## config.mk

```make
export PLATFORM = sky130hd
export DESIGN_NAME = alu_nibble_sequencer
export DESIGN_NICKNAME = d
export VERILOG_FILES = /design/src/rtl/alu_nibble_sequencer.sv
export SDC_FILE = /design/constraint.sdc
export NUM_CORES = 1
export LEC_CHECK = 0
export ABC_AREA = 0
export CORE_MARGIN = 3
export CORE_UTILIZATION = 47
export CTS_CLUSTER_SIZE = 8
export DETAILED_ROUTE_END_ITERATION = 6
export PLACE_DENSITY_LB_ADDON = 0.25
export REMOVE_ABC_BUFFERS = 1
export SKIP_CTS_REPAIR_TIMING = 1
export SYNTH_ARGS = -nofsm -noshare
export SYNTH_HDL_FRONTEND = slang
export SYNTH_SLANG_ARGS = --single-unit
```

## constraint.sdc

```tcl
create_clock -name clock -period 2.5 [get_ports clock]
set_clock_uncertainty 0.1 [all_clocks]
set_input_delay 0.75 -clock clock [delete_from_list [all_inputs] [get_ports clock]]
set_output_delay 0.75 -clock clock [all_outputs]
set_load 0.05 [all_outputs]
```

## src/rtl/alu_nibble_sequencer.sv

```systemverilog
// Runs a wide ALU operation through one external 4-bit ALU slice,
// one nibble per clock, LSB first, chaining the active-low carry.
module alu_nibble_sequencer #(
  parameter int NIBBLES = 4
) (
  input  logic                   clock,
  input  logic                   reset,
  input  logic                   start,
  input  logic [4*NIBBLES-1:0]   op_a,
  input  logic [4*NIBBLES-1:0]   op_b,
  input  logic [3:0]             op_s,
  input  logic                   op_m,
  input  logic                   op_cin_re,
  output logic                   busy,
  output logic                   done,
  output logic [4*NIBBLES-1:0]   result,
  output logic                   cout_re,
  output logic [3:0]             alu_a,
  output logic [3:0]             alu_b,
  output logic [3:0]             alu_s,
  output logic                   alu_m,
  output logic                   alu_cin_re,
  input  logic [3:0]             alu_y,
  input  logic                   alu_cout_re
);

  localparam int W  = 4 * NIBBLES;
  localparam int IW = $clog2(NIBBLES);
  localparam logic [IW-1:0] LAST = IW'(NIBBLES - 1);

  localparam logic [1:0] IDLE = 2'd0;
  localparam logic [1:0] RUN  = 2'd1;
  localparam logic [1:0] DONE = 2'd2;

  logic [1:0]    state;
  logic [IW-1:0] idx;
  logic          carry;
  logic [W-1:0]  a_q;
  logic [W-1:0]  b_q;
  logic [3:0]    s_q;
  logic          m_q;

  always_ff @(posedge clock or posedge reset) begin
    if (reset) begin
      state   <= IDLE;
      idx     <= '0;
      carry   <= 1'b1;
      a_q     <= '0;
      b_q     <= '0;
      s_q     <= '0;
      m_q     <= 1'b0;
      result  <= '0;
      cout_re <= 1'b1;
    end else begin
      unique case (state)
        IDLE, DONE: begin
          if (start) begin
            a_q    <= op_a;
            b_q    <= op_b;
            s_q    <= op_s;
            m_q    <= op_m;
            carry  <= op_cin_re;
            idx    <= '0;
            result <= '0;
            state  <= RUN;
          end else begin
            state <= IDLE;
          end
        end
        RUN: begin
          result[{idx, 2'b00} +: 4] <= alu_y;
          carry <= alu_cout_re;
          if (idx == LAST) begin
            // logic-mode carry from the slice is meaningless; report none
            cout_re <= m_q ? 1'b1 : alu_cout_re;
            idx     <= '0;
            state   <= DONE;
          end else begin
            idx <= idx + 1'b1;
          end
        end
        default: state <= IDLE;
      endcase
    end
  end

  assign busy = (state == RUN);
  assign done = (state == DONE);

  // Park the slice in logic mode with no carry whenever idle
  always_comb begin
    alu_a      = 4'h0;
    alu_b      = 4'h0;
    alu_s      = 4'h0;
    alu_m      = 1'b1;
    alu_cin_re = 1'b1;
    if (busy) begin
      alu_a      = a_q[{idx, 2'b00} +: 4];
      alu_b      = b_q[{idx, 2'b00} +: 4];
      alu_s      = s_q;
      alu_m      = m_q;
      alu_cin_re = carry;
    end
  end

endmodule

```

==> results.md <==
- Pre-antenna DRT Iters: 4
- Post-layout instance area: 0.00385 mm2
- Achievable clock frequency: about 400 MHz
- RSZ-0062 raised after global routing: true
- Largest net degree at the start of global routing: 60
- Synth Warn #: 0
- Layout cell share with drive strength beyond 1: 0.189
- CP Capture Type: primary output
- CP cell instances: buf_12, mux4_2, and2_4, buf_6
- Maximum root-to-sink buffer count: 2
- WHS Endpoint: s_q[0]
- Wl on met1: approximately 2.5 mm
- Placed insts: 408
- Min cycle time layout: 2550 ps
- Critical Path Max Stage Delay: 490 ps
- GPL Wtd Cong: 0.774
- PwrDens: 1420 mW/mm2
- Die Span Y: 81.5 um
- Yosys cell types: 27
- Post-layout util: 0.726
- Leak: 0.00185 uW
- Mapped Area: 0.00268 mm2
- Vias in the first global route: 2,120
- Synth Register Bits: slightly below 60
- Drt wl/cell: 14.0 um
- Async SR Flop Fraction: 1.00
- DR vias/cell: 5.04
- Worst relative slew slack: 0.661
- Cells after synthesis: 263
- Final Setup Violations: 7
- Initial antenna violation count: 0
- CTS sink cnt: 59
- Total I/O pin count: 79
- Status: finished with violations
- Part of the cycle the worst path needs: 1.02
- RR Endpoint: result[1]
- Non-Filler Instances: about 420
- CTS tree: yes
- Max cap viols: 0
- Core box area: between 0.005 and 0.006 mm2
- Mapped Avg Cell Area: 10.2 um2
- Worst ir drop on vdd: ~0.74 mV
- Die area: ~0.0066 mm2
- Metal3 WL: roughly 440 um
- Final wirelength: 5.94 mm
- Cell depth of the worst hold path: 2
- Iter 0 DRT Violations: 69
- CP Launch Type: flip-flop
- Post-synth EDFFs: 0
- Synthesis-to-layout area growth: 43.8%
- Reg-to-reg startpoint: idx[1]
- Fill cells: 389
- Top FF cell, synth: dfrtp_1
- Worst EP arrival: ~1700 ps
- Clk slew on worst S/H paths: 60 ps
- Placed cell areas: 0.00362 mm2
- Reg2Reg Depth: 5
- Final nets: 401
- HPWL Detailed: 4.31 mm
- Area occupied by registers: between 0.001 and 0.0015 mm2
- Via Count: about 2,100
- IO Port Bufs: 78
- Final Max Slew Viols: 0
- Hold Crit Start: s_q[0]
- CP required: 1650 ps
- Sequential area share after synthesis: 0.552
- Total grt overflow: 0
- Failing checks: setup timing
- Hold Crit Class: reg2reg
- First-pass GRT wire length: 9.74 mm
- Max FO, Critical Path: 4
- H-tree levels: 3
- Initial Util: 0.505
- Final Hold Fails: 0
- Gr usage total: 0.200
- Final WS setup: -55.0 ps
- Slew @ Worst Pin: 506 ps
- Cell Rows: 26
- N_diodes: 0
- Flop2flop setup slack: 540 ps
- TritonCTS buffer count: 9
- Met2 WL post-DR: ~2.9 mm
- Clk Latency, worst-skew pair: 340 ps
- Final ANT Viol Nets: 0
- Residual DRC count: 0
- CTS root buf: clkbuf_8
- CP max-delay cell: mux4_2
- Die width: 81.5 um
- CP Class: reg2out
- Area of the multi-input gates: between 0.001 and 0.0015 mm2
- Top layer reached by signal wires: met4
## worst max-delay path by stage
| stage | start | endpoint | slack [ps] | cells past startpoint |
|---|---|---|---|---|
| 6_report | idx[0] | alu_b[0] | -50 | 4 |
| 3_5_place_dp | idx[0] | alu_b[0] | 170 | 4 |
| 2_1_floorplan | start | result[12] | -390 | 3 |
| 5_1_grt | idx[0] | alu_b[0] | -110 | 4 |
| 3_3_place_gp | idx[0] | alu_b[3] | 190 | 4 |
| 4_1_cts | idx[0] | alu_b[0] | -200 | 4 |
## area by class of cell
cell class                      instances  share of cell area
Sequential cell                        59               0.385
Timing Repair Buffer                   90               0.256
Clock inverter                          2             0.00260
Clock buffer                           14              0.0422
Inverter                                4             0.00455
Multi-Input combinational cell        185               0.287
Tap cell                               70              0.0227
## registers in the layout, indices dropped and copies added, names as in the netlist, 2 cells and up
name	count
idx	2
state	2
b_q	16
result	16
a_q	16
s_q	4
## cells in the mapped netlist, types with 2 or more instances
library cell,count,area share
nand2_1,116,0.16
dfrtp_1,57,0.53
a22o_1,14,0.046
and2_1,13,0.030
clkbuf_1,7,0.0098
a21oi_1,6,0.011
ha_1,6,0.028
mux4_2,5,0.042
nand2b_1,5,0.012
buf_2,4,0.0075
inv_1,4,0.0056
nor2_1,4,0.0056
mux4_1,3,0.029
buf_4,2,0.0056
dfstp_2,2,0.020
nor2b_1,2,0.0047
o2bb2ai_1,2,0.0065
o31ai_1,2,0.0056
## per-stage QoR
stage               power [uW]  setup TNS (ps)  hold slack, ps  setup slack, ps
CTS                       5280           -1350             369             -200
floorplan                 3390           -8120             337             -391
global placement          4430               0             351              190
finish                    5450            -264             365            -55.0
global route              5800            -644             379             -111
detailed placement        4510               0             354              167
## logic make-up after synthesis
group,count (synthesis),synth area share
buffers and inverters,19,0.0402
flip-flops,59,0.552
AND/OR/NAND/NOR,145,0.235
multiplexers,8,0.0715
AO/OA/AOI/OAI,26,0.0734
adder cells (fa/ha/maj),6,0.0280
## metal layers
| layer | track usage | vias to the layer above |
|---|---|---|
| li1 | - | 1034 |
| met5 | 0 | - |
| met4 | 0.0963 | 0 |
| met3 | 0.0625 | 8 |
| met1 | 0.245 | 1029 |
| met2 | 0.322 | 65 |
## report_power, final
group	switching [uW]	total [uW]	internal [uW]	leakage, uW
logic	1720	3070	1350	0.00101
registers	256	1630	1370	0.000746
clock network	347	758	411	0.0000905
## worst max-delay path, delay by kind of cell (launching register included)
| kind | cells | cell delay [ps] |
|---|---|---|
| muxes | 1 | 490 |
| DFF | 1 | 420 |
| buffers and inverters | 2 | 270 |
| and+or+nand+nor | 1 | 180 |
## placed cells by master, fill, tap and decap left out, drive strengths merged, types with 5 or more instances in the layout
cell type,n
and2,13
clkbuf,14
a21oi,6
clkdlybuf4s50,61
ha,6
nand2,116
a22o,14
mux4,8
nand2b,5
buf,29
dfrtp,57
(Power assumes the default switching activity.)
